**src/rtl/flattener_pkg.sv**
```systemverilog
// -----------------------------------------------------------------------------
// flattener_pkg
// Shared types and width helpers for the feature_flattener block.
//   bank_state_t  : life cycle of one ping-pong bank
//   drain_state_t : states of the output (drain) FSM
//   safe_clog2 / pix_width / word_width : counter/address widths, never 0
// -----------------------------------------------------------------------------
package flattener_pkg;

  typedef enum logic [1:0] {
    EMPTY    = 2'd0,
    FILLING  = 2'd1,
    FULL     = 2'd2,
    DRAINING = 2'd3
  } bank_state_t;

  typedef enum logic [1:0] {
    IDLE   = 2'd0,
    LOAD   = 2'd1,
    STREAM = 2'd2
  } drain_state_t;

  // $clog2 that never returns 0, so a 1-entry range still gets a 1-bit counter
  function automatic int safe_clog2(input int n);
    return (n > 1) ? $clog2(n) : 1;
  endfunction

  // Width of the per-bank pixel counter (Pixels = FeatureWidth**2)
  function automatic int pix_width(input int feature_width);
    return safe_clog2(feature_width * feature_width);
  endfunction

  // Width of a bank word address (Words = NumberOfK * Pixels)
  function automatic int word_width(input int number_of_k, input int feature_width);
    return safe_clog2(number_of_k * feature_width * feature_width);
  endfunction

endpackage

```
**src/rtl/feature_flattener_if.sv**
```systemverilog
// -----------------------------------------------------------------------------
// feature_flattener_if
// Bundles the upstream feature stream and the downstream serial stream.
//   in_valid  : per-kernel valid from conv_pooling_top
//   in_data   : ProcessingElements lanes of BitSize bits
//   in_ready  : a bank is free for writing
//   out_valid / out_data / out_last / out_ready : serial valid/ready stream
// Modports:
//   master : the environment (drives inputs, consumes outputs)
//   slave  : the flattener itself
// -----------------------------------------------------------------------------
interface feature_flattener_if #(
  parameter int BitSize            = 4,
  parameter int NumberOfK          = 8,
  parameter int ProcessingElements = 2
);

  logic [NumberOfK-1:0]                         in_valid;
  logic [ProcessingElements-1:0][BitSize-1:0]   in_data;
  logic                                         in_ready;
  logic                                         out_valid;
  logic [BitSize-1:0]                           out_data;
  logic                                         out_last;
  logic                                         out_ready;

  modport master (
    output in_valid, in_data, out_ready,
    input  in_ready, out_valid, out_data, out_last
  );

  modport slave (
    input  in_valid, in_data, out_ready,
    output in_ready, out_valid, out_data, out_last
  );

endinterface

```
**src/rtl/feature_bank.sv**
```systemverilog
// -----------------------------------------------------------------------------
// feature_bank
// One ping-pong bank: Words x BitSize flop array with ProcessingElements
// independent write ports and one combinational read port.
//   clk     : clock
//   wr_en   : per-lane write enable
//   wr_addr : per-lane word address
//   wr_data : per-lane write data
//   rd_addr : read address
//   rd_data : combinational read data
// Lanes always carry distinct kernels, so two lanes never hit the same word.
// -----------------------------------------------------------------------------
module feature_bank
  import flattener_pkg::*;
#(
  parameter int BitSize            = 4,
  parameter int Words              = 32,
  parameter int ProcessingElements = 2,
  parameter int AddrWidth          = safe_clog2(Words)
) (
  input  logic                                       clk,
  input  logic [ProcessingElements-1:0]              wr_en,
  input  logic [ProcessingElements-1:0][AddrWidth-1:0] wr_addr,
  input  logic [ProcessingElements-1:0][BitSize-1:0] wr_data,
  input  logic [AddrWidth-1:0]                       rd_addr,
  output logic [BitSize-1:0]                         rd_data
);

  logic [BitSize-1:0] mem [Words];

  always_ff @(posedge clk) begin
    for (int p = 0; p < ProcessingElements; p++) begin
      if (wr_en[p]) begin
        mem[wr_addr[p]] <= wr_data[p];
      end
    end
  end

  assign rd_data = mem[rd_addr];

endmodule

```
**src/rtl/feature_flattener.sv**
```systemverilog
// -----------------------------------------------------------------------------
// feature_flattener
// Captures one pooled frame of multi-lane per-kernel features into a ping-pong
// bank and re-emits it as a single-lane, channel-major serial stream.
//   clk   : clock
//   res_n : synchronous active-low reset
//   bus   : feature_flattener_if.slave (in_valid/in_data/in_ready upstream,
//           out_valid/out_data/out_last/out_ready downstream)
// All outputs are registered except in_ready, which decodes registered state.
// -----------------------------------------------------------------------------
module feature_flattener
  import flattener_pkg::*;
#(
  parameter int BitSize            = 4,
  parameter int NumberOfK          = 8,
  parameter int ProcessingElements = 2,
  parameter int FeatureWidth       = 2
) (
  input logic          clk,
  input logic          res_n,
  feature_flattener_if.slave bus
);

  localparam int CyclesPerPixel = NumberOfK / ProcessingElements;
  localparam int Pixels         = FeatureWidth * FeatureWidth;
  localparam int Words          = NumberOfK * Pixels;
  localparam int PixW           = pix_width(FeatureWidth);
  localparam int WordW          = word_width(NumberOfK, FeatureWidth);
  localparam int GrpW           = safe_clog2(CyclesPerPixel);

  bank_state_t                 bank_state_reg [2];
  logic                        fill_ptr_reg;
  logic                        drain_ptr_reg;
  logic [PixW-1:0]             pix_reg;
  logic [WordW-1:0]            rd_idx_reg;
  drain_state_t                drain_state_reg;
  logic                        out_valid_reg;
  logic                        out_last_reg;
  logic [BitSize-1:0]          out_data_reg;

  logic                        in_ready_int;
  logic [GrpW-1:0]             grp_sel;
  logic                        grp_any;
  logic [ProcessingElements-1:0] lane_valid;
  logic [ProcessingElements-1:0] lane_en;
  logic                        wr_any;
  logic                        pix_adv;
  logic                        pix_wrap;
  logic [ProcessingElements-1:0][WordW-1:0] wr_addr;
  logic [WordW-1:0]            rd_addr;
  logic [BitSize-1:0]          bank_rdata [2];
  logic [BitSize-1:0]          rd_word;

  // A bank that is FULL or being drained cannot take new pixels.
  assign in_ready_int = !(bank_state_reg[fill_ptr_reg] == FULL ||
                          bank_state_reg[fill_ptr_reg] == DRAINING);
  assign bus.in_ready = in_ready_int;

  // Lowest group with any valid bit wins; higher groups in the same cycle
  // are dropped. Scanning downward lets the lowest match overwrite the rest.
  always_comb begin
    grp_sel    = '0;
    grp_any    = 1'b0;
    lane_valid = '0;
    for (int g = CyclesPerPixel - 1; g >= 0; g--) begin
      if (|bus.in_valid[g*ProcessingElements +: ProcessingElements]) begin
        grp_sel    = GrpW'(g);
        grp_any    = 1'b1;
        lane_valid = bus.in_valid[g*ProcessingElements +: ProcessingElements];
      end
    end
  end

  assign lane_en  = lane_valid & {ProcessingElements{in_ready_int}};
  assign wr_any   = grp_any && in_ready_int;
  // The pixel is complete once the last kernel group has been written.
  assign pix_adv  = wr_any && (grp_sel == GrpW'(CyclesPerPixel - 1));
  assign pix_wrap = pix_adv && (pix_reg == PixW'(Pixels - 1));

  // Channel-major layout: word = kernel * Pixels + pixel.
  for (genvar gi = 0; gi < ProcessingElements; gi++) begin : g_lane_addr
    assign wr_addr[gi] = WordW'((int'(grp_sel) * ProcessingElements + gi) * Pixels
                                + int'(pix_reg));
  end

  // LOAD fetches word 0; in STREAM the next word is pre-addressed so it is
  // ready to register on the handshake edge.
  assign rd_addr = (drain_state_reg == LOAD) ? '0 : rd_idx_reg + WordW'(1);

  for (genvar gi = 0; gi < 2; gi++) begin : g_bank
    feature_bank #(
      .BitSize            (BitSize),
      .Words              (Words),
      .ProcessingElements (ProcessingElements),
      .AddrWidth          (WordW)
    ) u_bank (
      .clk     (clk),
      .wr_en   (lane_en & {ProcessingElements{fill_ptr_reg == 1'(gi)}}),
      .wr_addr (wr_addr),
      .wr_data (bus.in_data),
      .rd_addr (rd_addr),
      .rd_data (bank_rdata[gi])
    );
  end

  assign rd_word = bank_rdata[drain_ptr_reg];

  // Fill bookkeeping and drain FSM share one block because both update the
  // bank states. They never touch the same bank in the same cycle: the fill
  // side only writes an EMPTY/FILLING bank, the drain side a FULL/DRAINING one.
  always_ff @(posedge clk) begin
    if (!res_n) begin
      bank_state_reg[0] <= EMPTY;
      bank_state_reg[1] <= EMPTY;
      fill_ptr_reg      <= 1'b0;
      drain_ptr_reg     <= 1'b0;
      pix_reg           <= '0;
      rd_idx_reg        <= '0;
      drain_state_reg   <= IDLE;
      out_valid_reg     <= 1'b0;
      out_last_reg      <= 1'b0;
      out_data_reg      <= '0;
    end else begin
      if (wr_any) begin
        if (pix_wrap) begin
          bank_state_reg[fill_ptr_reg] <= FULL;
          fill_ptr_reg                 <= ~fill_ptr_reg;
          pix_reg                      <= '0;
        end else begin
          if (pix_adv) begin
            pix_reg <= pix_reg + PixW'(1);
          end
          if (bank_state_reg[fill_ptr_reg] == EMPTY) begin
            bank_state_reg[fill_ptr_reg] <= FILLING;
          end
        end
      end

      case (drain_state_reg)
        IDLE: begin
          if (bank_state_reg[drain_ptr_reg] == FULL) begin
            bank_state_reg[drain_ptr_reg] <= DRAINING;
            drain_state_reg               <= LOAD;
          end
        end
        LOAD: begin
          out_valid_reg   <= 1'b1;
          out_data_reg    <= rd_word;
          out_last_reg    <= (Words == 1);
          rd_idx_reg      <= '0;
          drain_state_reg <= STREAM;
        end
        STREAM: begin
          if (out_valid_reg && bus.out_ready) begin
            if (rd_idx_reg == WordW'(Words - 1)) begin
              bank_state_reg[drain_ptr_reg] <= EMPTY;
              drain_ptr_reg                 <= ~drain_ptr_reg;
              out_valid_reg                 <= 1'b0;
              out_last_reg                  <= 1'b0;
              rd_idx_reg                    <= '0;
              if (bank_state_reg[~drain_ptr_reg] == FULL) begin
                bank_state_reg[~drain_ptr_reg] <= DRAINING;
                drain_state_reg                <= LOAD;
              end else begin
                drain_state_reg <= IDLE;
              end
            end else begin
              rd_idx_reg   <= rd_idx_reg + WordW'(1);
              out_data_reg <= rd_word;
              out_last_reg <= ((rd_idx_reg + WordW'(1)) == WordW'(Words - 1));
            end
          end
        end
        default: drain_state_reg <= IDLE;
      endcase
    end
  end

  assign bus.out_valid = out_valid_reg;
  assign bus.out_data  = out_data_reg;
  assign bus.out_last  = out_last_reg;

endmodule

```
**src/flat_wrapper.sv**
```systemverilog
// flat-port wrapper written by rule: the top's interface ports become plain ports
module feature_flattener_flat import flattener_pkg::*;
#(
  parameter int BitSize            = 4,
  parameter int NumberOfK          = 8,
  parameter int ProcessingElements = 2,
  parameter int FeatureWidth       = 2
)
  (clk, res_n, bus_in_valid, bus_in_data, bus_out_ready, bus_in_ready, bus_out_valid, bus_out_data, bus_out_last);
  feature_flattener_if #(.BitSize(BitSize), .NumberOfK(NumberOfK), .ProcessingElements(ProcessingElements)) bus_i ();
  input logic clk;
  input logic res_n;
  input wire logic [$bits(bus_i.in_valid)-1:0] bus_in_valid;
  input wire logic [$bits(bus_i.in_data)-1:0] bus_in_data;
  input wire logic [$bits(bus_i.out_ready)-1:0] bus_out_ready;
  output wire logic [$bits(bus_i.in_ready)-1:0] bus_in_ready;
  output wire logic [$bits(bus_i.out_valid)-1:0] bus_out_valid;
  output wire logic [$bits(bus_i.out_data)-1:0] bus_out_data;
  output wire logic [$bits(bus_i.out_last)-1:0] bus_out_last;
  assign bus_i.in_valid = bus_in_valid;
  assign bus_i.in_data = bus_in_data;
  assign bus_i.out_ready = bus_out_ready;
  assign bus_in_ready = bus_i.in_ready;
  assign bus_out_valid = bus_i.out_valid;
  assign bus_out_data = bus_i.out_data;
  assign bus_out_last = bus_i.out_last;
  feature_flattener #(.BitSize(BitSize), .NumberOfK(NumberOfK), .ProcessingElements(ProcessingElements), .FeatureWidth(FeatureWidth)) u_core (.clk(clk), .res_n(res_n), .bus(bus_i));
endmodule
```
**config.mk**
```make
export PLATFORM = sky130hd
export DESIGN_NAME = feature_flattener_flat
export DESIGN_NICKNAME = d
export VERILOG_FILES = /design/src/rtl/flattener_pkg.sv /design/src/rtl/feature_flattener_if.sv /design/src/rtl/feature_bank.sv /design/src/rtl/feature_flattener.sv /design/src/flat_wrapper.sv
export SDC_FILE = /design/constraint.sdc
export NUM_CORES = 1
export LEC_CHECK = 0
export BUFFER_PORTS_ARGS = -buffer_cell sky130_fd_sc_hd__buf_4
export CAP_MARGIN = 10
export CORE_MARGIN = 8
export CORE_UTILIZATION = 35
export CTS_BUF_LIST = sky130_fd_sc_hd__clkbuf_2 sky130_fd_sc_hd__clkbuf_4 sky130_fd_sc_hd__clkbuf_8
export DETAILED_ROUTE_END_ITERATION = 10
export GPL_ROUTABILITY_DRIVEN = 0
export PLACE_DENSITY_LB_ADDON = 0.2
export SYNTH_ARGS = -nofsm -noshare
export SYNTH_HDL_FRONTEND = slang
export SYNTH_HIERARCHICAL = 1
export SYNTH_SLANG_ARGS = --single-unit
```
**constraint.sdc**
```tcl
create_clock -name clk -period 9.6 [get_ports clk]
set_input_delay 1.44 -clock clk [delete_from_list [all_inputs] [get_ports clk]]
set_output_delay 1.44 -clock clk [all_outputs]
set_load 0.005 [all_outputs]
```
==> metrics.yaml, run 1 <==
layout:
  nNetsFinal: 1084
  fill_cells: 4026
  largest_reg_flops: 256
  final_cell_mix: "mux2_2, edfxtp_1, mux4_2, clkbuf_8, nand2_1"
  postLayoutCellArea_um2: 17000
  final_common_cell: "mux2_2"
  syn2layout_area_growth_pct: 11.0
  n_antenna_cell: 0
  final_util_pct: 39.4
  final_layout_size_suffix_gt1_share_pct: 42.9
setup_path:
  start_kind: "register"
  path_class: "reg2reg"
  critPathMaxFanout: 40
  reg2reg_depth: 11
  critPathMaxStageDelay_ns: 0.73
  r2r-end: "u_core/bus.out_data[0]$_SDFFE_PN0P_"
  r2r-start: "u_core/rd_idx_reg[0]$_SDFFE_PN0P_"
  worstPathCellList: "inv_1 -> ha_1 -> nor2_4 -> buf_4 -> buf_4 -> mux4_2 -> mux4_2 -> mux2_2 -> mux2i_1 -> nand2_1 -> o211a_1"
  regToRegSetupSlack_ns: 5.42
  cp-startpoint: "u_core/rd_idx_reg[0]$_SDFFE_PN0P_"
  arrival_ns: 4.68
  critPathRequiredTime_ns: 10.10
  end_kind: "register"
  path_buf_inv: 3
  crit_slowest_cell: "buf_4"
  path_delay_family: "multiplexers"
synthesis:
  ys_seq_area_share_pct: 53.3
  synth_adder_area_share_pct: 0.655
  async_flop_share_pct: 0
  synthCells: 1040
  synth_xor_area_share_pct: 0.229
  syn_area_um2: 15300
  synth.area.mux_share_pct: 31.9
  yosysTopAreaCell: "edfxtp_1"
  synth-warning-count: 6
  synth-simple-area-share_pct: 6.92
  synthDistinctLibCells: 48
  synth-compound-area-share_pct: 4.30
  synth_top_area_share_pct: 50.3
  ys.flop_type: "edfxtp_1"
  synthTopCellsByArea: "edfxtp_1, mux2_2, mux4_2"
  synth_top_family_by_area: "multiplexers"
  syn_area_per_cell_um2: 14.7
  synth_seq_cells: 279
  synth-edff-count: 256
sta:
  hold_viol_final: 0
  finalCriticalPeriod_ns: 4.18
  fin_skew_ns: 0.0216
  final-setup-viol-count: 0
  post-route-worst-setup-slack_ns: 5.42
  rsz0062_at_grt: "no"
  maxSlewViolCount: 0
  worst_pin_slew_ns: 1.13
  max_freq_ghz: 0.239
  slew_headroom_pct: 24.3
  fin_crit_sh_pct: 43.5
  setup-tns-final_ns: 0
job:
  maxCapViolCount: 0
route:
  postRouteAntennaNets: 0
  routed_wl_um: 40300
  drt_iter0_drc: 743
  route.detailed.drc: 0
  vias: 9242
  vias_per_cell: 5.51
  wl_per_cell_um: 24.0
  drtPass1Iterations: 5
die:
  die_area_um2: 50600
  rows: 76
  initial_utilization_pct: 35.5
  core_area_um2: 43100
  die_width_um: 225
  chipHeight_um: 225
  io_pins: 26
grt:
  grt_pass1_wl_um: 60600
  grt_antenna_before_repair: 0
  grt_pass1_vias: 9480
  grt_max_degree: 65
  grt_overflow: 0
  track_usage_pct: 15.7
worst_hold_path:
  min_from: "u_core/bus.out_last$_SDFFE_PN0P_"
  hold_end: "u_core/bus.out_last$_SDFFE_PN0P_"
  whs_path_depth: 2
  min_path_type: "reg2reg"
cts:
  hold_buffers: 0
  tritoncts.num_buffers: 51
  insertion_delay_ns: 0.62
  cts.clk_slew.worst_paths_ns: 0.06
  cts.repair.resized: 0
  cts-htree-levels: 2
  cts.sinks: 279
  clockBufferDepth: 3
  cts_tree: "built"
  cts_setup_buffers: 0
  cts-root-buf: "clkbuf_8"
power_and_ir_drop:
  leakage_nw: 5.28
  p_per_area_nw_per_um2: 161
  peakVddDrop_mv: 0.0846
  power_w: 0.00273
placed_design:
  pre_cts_slack_ns: 5.22
  dpl-instance-area_um2: 16000
  numPortBuffers: 25
  dp_hpwl_um: 24100
run_status:
  status: "complete, no violations"
## synthesized netlist by cell type, types with 2 or more instances
cell type  count
mux2_2       265
nand4b_1       3
buf_2          3
nand3_1       13
mux2i_1        8
buf_6          6
nor3_1         4
buf_1          8
nor2b_1        9
and3b_1        5
nor3b_1       10
dfxtp_1       23
a31oi_1        2
o21bai_1       2
nand2_1       46
nor2_1        48
a22oi_1        3
a21oi_1        9
o211a_1        5
ha_1           8
mux4_2        80
or3b_2        10
edfxtp_1     256
and2_1         8
clkbuf_1      65
inv_1          9
or3_1          3
conb_1         2
xnor2_1        3
nand3b_1      21
and3_1         6
o21ai_0       45
a21boi_0       4
o22ai_1       33
nand2b_1       2
## worst max path at each step
stage	depth (start not counted)	to	slack (ns)
finish	11	u_core/bus.out_data[0]$_SDFFE_PN0P_	5.42
global route	11	u_core/bus.out_data[1]$_SDFFE_PN0P_	5.08
CTS	11	u_core/bus.out_data[0]$_SDFFE_PN0P_	5.35
detailed placement	7	u_core/g_bank[1].u_bank/mem[9][2]$_DFFE_PP_	5.22
global placement	7	u_core/g_bank[1].u_bank/mem[9][2]$_DFFE_PP_	5.28
floorplan	7	u_core/g_bank[0].u_bank/mem[31][3]$_DFFE_PP_	5.42
## kinds of logic (layout without fill, tap and decap cells)
group,Yosys count,after routing
muxes,354,354
AOI/OAI and AO/OA,109,109
buffers and inverters,92,129
and+or+nand+nor,192,192
adders and majority gates,8,8
other,2,18
xor gates and xnor gates,4,4
DFF,279,279
## tightest hold or removal path, stage by stage (launching register included)
cell      delay, ns
dfxtp_1        0.31
nand2_1        0.05
a21boi_0       0.07
## where the power goes
group	total (W)	switching, W	internal [W]
clock network	0.00112	0.000508	0.000613
logic	0.000257	0.000139	0.000118
registers	0.00136	0.0000123	0.00134
## area by class of cell
type                       instances  area (um2)  share of cell area [%]
tap                              585         732                    4.32
timing repair buffer              31         233                    1.37
inverter                           9        33.8                   0.199
sequential                       279        8150                    48.0
clock inverter                    22         140                   0.826
multi-input combinational        685        6840                    40.3
clock buffer                      67         835                    4.92
## metal layers
metal	track usage [%]	vias to the layer above	part of all wire, %
li1	-	4137	-
met1	22.2	4809	47
met2	24.4	234	46
met3	2.59	62	4.6
met4	5.36	0	2.2
met5	0	-	0
## metrics by stage
| step | hold WS [ns] | instances |
|---|---|---|
| floorplan | 0.457 | 1056 |
| global placement | 0.460 | 1589 |
| detailed placement | 0.464 | 1589 |
| CTS | 0.488 | 1678 |
| global route | 0.524 | 1678 |
| finish | 0.479 | 1678 |
No activity file was read; power rests on OpenSTA's default activity.
==> run 2: changes to the inputs <==
- clock period: 9.6 -> 4.2 ns (I/O delays scaled with it)
==> run 2 against run 1 <==
Power increased by 130%. Die area did not move. Clock skew rose by 0.0044 ns. Highest routed layer unchanged. Critical endpoint is now u_core/bus.out_data[2]$_SDFFE_PN0P_. Via count rose by 1.7%. Global-route usage grew 0.055 points. Utilization rose by 0.38 points.
==> metrics.yaml, run 2 (synthesis results as in run 1) <==
setup_path:
  critPathRequiredTime_ns: 4.68
  crit_slowest_cell: "nor2_4"
  worstPathCellList: "ha_1 -> xnor2_1 -> nor2_4 -> buf_12 -> mux4_2 -> mux4_2 -> mux2_2 -> mux2i_1 -> nand2_1 -> o211a_1"
  reg2reg_depth: 10
  cp.depth: 10
  path_buf_inv: 1
  end_kind: "register"
  path_delay_family: "multiplexers"
  cpMostUsedCell: "mux4_2"
  arrival_ns: 3.86
  r2r-start: "u_core/rd_idx_reg[0]$_SDFFE_PN0P_"
  r2r-end: "u_core/bus.out_data[2]$_SDFFE_PN0P_"
  cp-endpoint: "u_core/bus.out_data[2]$_SDFFE_PN0P_"
  start_kind: "register"
  path_class: "reg2reg"
  cp-startpoint: "u_core/rd_idx_reg[0]$_SDFFE_PN0P_"
  critPathMaxStageDelay_ns: 0.64
  regToRegSetupSlack_ns: 0.82
  critPathMaxFanout: 17
sta:
  maxSlewViolCount: 0
  slew_headroom_pct: 39.8
  fin_skew_ns: 0.0260
  final-setup-viol-count: 0
  post-route-worst-setup-slack_ns: 0.818
  worst_pin_slew_ns: 0.900
  max_freq_ghz: 0.296
  hold_viol_final: 0
  setup-tns-final_ns: 0
  fin_crit_sh_pct: 80.5
  finalCriticalPeriod_ns: 3.38
  rsz0062_at_grt: "no"
route:
  drtPass1Iterations: 5
  drt_iter0_drc: 776
  wl_per_cell_um: 23.7
  route.detailed.drc: 0
  vias: 9396
  vias_per_cell: 5.55
  postRouteAntennaNets: 0
  routed_wl_um: 40100
grt:
  grt_max_degree: 65
  grt_antenna_before_repair: 1
  grt_overflow: 0
  track_usage_pct: 15.8
  grt_pass1_wl_um: 61500
  grt_pass1_vias: 9630
power_and_ir_drop:
  peakVddDrop_mv: 0.176
  p_per_area_nw_per_um2: 361
  leakage_nw: 5.36
placed_design:
  numPortBuffers: 25
  pre_cts_slack_ns: 0.675
  dp_hpwl_um: 24300
die:
  rows: 76
  die_width_um: 225
  initial_utilization_pct: 35.5
  chipHeight_um: 225
  io_pins: 26
  core_area_um2: 43100
  die_area_um2: 50600
worst_hold_path:
  min_path_type: "in2reg"
cts:
  cts-htree-levels: 2
  cts_setup_buffers: 0
  cts.repair.resized: 0
  cts_tree: "built"
  clockBufferDepth: 3
  cts-root-buf: "clkbuf_8"
  hold_buffers: 0
  insertion_delay_ns: 0.60
  cts.sinks: 279
  cts.clk_slew.worst_paths_ns: 0.06
  tritoncts.num_buffers: 50
run_status:
  status: "complete, no violations"
job:
  maxCapViolCount: 0
layout:
  largest_reg_flops: 256
  syn2layout_area_growth_pct: 12.1
  seqCellArea_um2: 8150
  multi_input_area_um2: 6840
  fill_cells: 4002
  final_cell_mix: "mux2_2, edfxtp_1, mux4_2, clkbuf_8, nand2_1"
  nNetsFinal: 1096
  final_layout_size_suffix_gt1_share_pct: 44.2
  final_common_cell: "mux2_2"
-- run 2: cell count changes in the layout (fill, tap and decap cells not counted), sizes merged --
cell / before / now
inv: 9 / 10
clkbuf: 67 / 70
buf: 31 / 44
bufinv: 2 / 0
diode: 0 / 1
clkinv: 20 / 18
clkinvlp: 0 / 2
-- run 2: area by class of cell --
| class | instances | area share [%] |
|---|---|---|
| multi-input combinational | 685 | 39.9 |
| inverter | 9 | 0.197 |
| clock buffer | 70 | 5.04 |
| tap | 585 | 4.27 |
| sequential | 279 | 47.6 |
| timing repair buffer | 44 | 2.37 |
| antenna | 1 | 0.0146 |
| clock inverter | 21 | 0.592 |
-- run 2: report_power, final --
| part | total, W | switching [W] | internal, W |
|---|---|---|---|
| Clock | 0.00249 | 0.00116 | 0.00133 |
| Sequential | 0.00310 | 0.0000266 | 0.00307 |
| Combinational | 0.000595 | 0.000323 | 0.000272 |
| Total | 0.00618 | 0.00151 | 0.00467 |
-- run 2: routing by layer --
layer | global-route usage (%) | wire length [um]
met5 | 0 | 0
met4 | 5.38 | 1090
met3 | 2.82 | 2380
met2 | 24.4 | 18300
met1 | 22.2 | 18400
-- run 2: worst min-delay path by stage --
stage | start | endpoint | slack, ns | cells after the start
detailed placement | u_core/bus.out_last$_SDFFE_PN0P_ | u_core/bus.out_last$_SDFFE_PN0P_ | 0.47 | 2
global route | res_n | u_core/bus.out_data[0]$_SDFFE_PN0P_ | 0.40 | 2
global placement | u_core/bus.out_last$_SDFFE_PN0P_ | u_core/bus.out_last$_SDFFE_PN0P_ | 0.45 | 2
floorplan | u_core/bus.out_last$_SDFFE_PN0P_ | u_core/bus.out_last$_SDFFE_PN0P_ | 0.46 | 2
finish | res_n | u_core/bus.out_data[0]$_SDFFE_PN0P_ | 0.41 | 2
CTS | res_n | u_core/bus.out_data[0]$_SDFFE_PN0P_ | 0.37 | 2
-- run 2: through the flow --
step	power, W	instance area (um2)	hold slack, ns	instances	utilization [%]
2_1_floorplan	0.00354	15300	0.457	1056	-
3_3_place_gp	0.00374	16200	0.454	1602	37.5
5_1_grt	0.00643	17100	0.398	1694	39.8
3_5_place_dp	0.00375	16200	0.468	1602	37.5
4_1_cts	0.00626	17100	0.366	1693	39.7
6_report	0.00618	17100	0.409	1694	39.8
-- run 2: worst register-to-register path, cell delays in order (launching register included) --
cell	delay (ns)
dfxtp_1	0.43
ha_1	0.25
xnor2_1	0.14
nor2_4	0.64
buf_12	0.25
mux4_2	0.36
mux4_2	0.53
mux2_2	0.31
mux2i_1	0.16
nand2_1	0.08
o211a_1	0.13
==> run 3: changes to the inputs <==
- clock period: 4.2 -> 3 ns (I/O delays scaled with it)
==> run 3 against run 2 <==
Setup slack got worse by 0.76 ns. Clock skew shrank 0.0075 ns. Combinational power grew 49%. Largest power group unchanged.
==> metrics.yaml, run 3 (synthesis results as in run 1) <==
run_status:
  status: "complete, no violations"
route:
  drtPass1Iterations: 5
  postRouteAntennaNets: 0
  vias: 9725
  drt_iter0_drc: 762
  vias_per_cell: 5.51
  wl_per_cell_um: 25.0
  route.detailed.drc: 0
  routed_wl_um: 44100
layout:
  instances_no_fill: 1764
  final_cell_mix: "mux2_2, edfxtp_1, buf_4, mux4_2, clkbuf_8"
  final_layout_size_suffix_gt1_share_pct: 47.6
  fill_cells: 4022
  multi_input_area_um2: 6890
  largest_reg_flops: 256
  seqCellArea_um2: 8150
  syn2layout_area_growth_pct: 17.0
  nNetsFinal: 1164
  final_common_cell: "mux2_2"
die:
  die_area_um2: 50600
  core_area_um2: 43100
  die_width_um: 225
  rows: 76
  io_pins: 26
  chipHeight_um: 225
  initial_utilization_pct: 35.5
worst_hold_path:
  hold_end: "u_core/bus.out_data[1]$_SDFFE_PN0P_"
  min_path_type: "in2reg"
  min_from: "res_n"
  whs_path_depth: 2
setup_path:
  path_delay_family: "multiplexers"
  reg2reg_depth: 13
  critPathRequiredTime_ns: 3.47
  critPathMaxStageDelay_ns: 0.49
  r2r-start: "u_core/rd_idx_reg[0]$_SDFFE_PN0P_"
  arrival_ns: 3.41
  crit_slowest_cell: "mux4_2"
  start_kind: "register"
  worstPathCellList: "buf_4 -> ha_4 -> xnor2_4 -> nor2_4 -> buf_12 -> buf_12 -> clkbuf_16 -> mux4_2 -> mux4_2 -> mux2_2 -> mux2i_1 -> nand2_1 -> o211a_1"
  path_buf_inv: 4
  critPathMaxFanout: 14
  r2r-end: "u_core/bus.out_data[0]$_SDFFE_PN0P_"
  end_kind: "register"
  path_class: "reg2reg"
  regToRegSetupSlack_ns: 0.05
power_and_ir_drop:
  peakVddDrop_mv: 0.227
  leakage_nw: 5.76
  p_per_area_nw_per_um2: 484
grt:
  met1_usage_pct: 23.7
  grt_pass1_vias: 9734
  grt_max_degree: 65
  grt_pass1_wl_um: 65000
  track_usage_pct: 17.0
  grt_antenna_before_repair: 2
  use_met3_pct: 2.89
  grt-busiest-layer: "met2"
  use_met2_pct: 27.0
  grt_overflow: 0
sta:
  hold_viol_final: 0
  max_freq_ghz: 0.340
  rsz0062_at_grt: "yes"
  fin_skew_ns: 0.0185
  worst_pin_slew_ns: 1.08
  finalCriticalPeriod_ns: 2.95
  fin_crit_sh_pct: 98.2
  final-setup-viol-count: 0
  maxSlewViolCount: 0
  slew_headroom_pct: 27.9
  setup-tns-final_ns: 0
cts:
  cts.clk_slew.worst_paths_ns: 0.06
  insertion_delay_ns: 0.59
  cts.sinks: 279
  cts-htree-levels: 2
  cts_tree: "built"
  tritoncts.num_buffers: 50
  clockBufferDepth: 3
  cts-root-buf: "clkbuf_8"
job:
  maxCapViolCount: 0
placed_design:
  dp_hpwl_um: 26400
  place_inst: 1658
  numPortBuffers: 25
[run 3: repair_timing]
item	in CTS	in global routing
pin swaps	1	2
setup endpoints to repair	4	8
hold buffers	0	0
buffers inserted	5	2
resized for setup	6	12
gates cloned	2	3
[run 3: how the worst max path moves through the flow]
stage                                            startpoint                                  end  depth (start not counted)  slack [ns]
after CTS                 u_core/rd_idx_reg[0]$_SDFFE_PN0P_  u_core/bus.out_data[1]$_SDFFE_PN0P_                         11        0.02
after global placement    u_core/rd_idx_reg[0]$_SDFFE_PN0P_  u_core/bus.out_data[2]$_SDFFE_PN0P_                         10       -0.05
after floorplan           u_core/rd_idx_reg[0]$_SDFFE_PN0P_  u_core/bus.out_data[0]$_SDFFE_PN0P_                         10        0.08
after detailed placement  u_core/rd_idx_reg[0]$_SDFFE_PN0P_  u_core/bus.out_data[3]$_SDFFE_PN0P_                         11       -0.05
final                     u_core/rd_idx_reg[0]$_SDFFE_PN0P_  u_core/bus.out_data[0]$_SDFFE_PN0P_                         13        0.05
after global routing      u_core/rd_idx_reg[0]$_SDFFE_PN0P_  u_core/bus.out_data[0]$_SDFFE_PN0P_                         13       -0.02
[run 3: power breakdown]
| part | leakage [nW] | internal, W | switching, W |
|---|---|---|---|
| Sequential | 2.49 | 0.00430 | 0.0000397 |
| Combinational | 2.77 | 0.000415 | 0.000470 |
| Clock | 0.496 | 0.00182 | 0.00162 |
| Total | 5.76 | 0.00653 | 0.00213 |
[run 3: cell type report]
type | count | area share (%)
antenna | 2 | 0.0280
tap | 585 | 4.10
clock inverter | 29 | 0.854
sequential | 279 | 45.6
timing repair buffer | 112 | 6.22
clock buffer | 63 | 4.43
multi-input combinational | 685 | 38.6
inverter | 9 | 0.189
[run 3: layer usage]
layer | vias up | wire length [um]
li1 | 4317 | -
met1 | 5038 | 20200
met2 | 296 | 20300
met3 | 74 | 2530
met4 | 0 | 1050
met5 | - | 0
[run 3: worst register-to-register path, stage by stage, from the launching register on]
cell	delay, ns
dfxtp_2	0.32
buf_4	0.15
ha_4	0.18
xnor2_4	0.13
nor2_4	0.14
buf_12	0.14
buf_12	0.11
clkbuf_16	0.17
mux4_2	0.33
mux4_2	0.49
mux2_2	0.31
mux2i_1	0.14
nand2_1	0.08
o211a_1	0.14
[run 3: per-stage QoR]
step                setup slack (ns)  instance area [um2]  util (%)  hold slack (ns)  total power, W
global placement             -0.0529                16600      38.6            0.457         0.00530
finish                        0.0545                17900      41.5            0.247         0.00866
CTS                           0.0197                17700      41.1            0.204         0.00878
floorplan                     0.0799                15300         -            0.457         0.00496
detailed placement           -0.0523                16600      38.6            0.464         0.00530
global route                 -0.0175                17900      41.5            0.235         0.00900
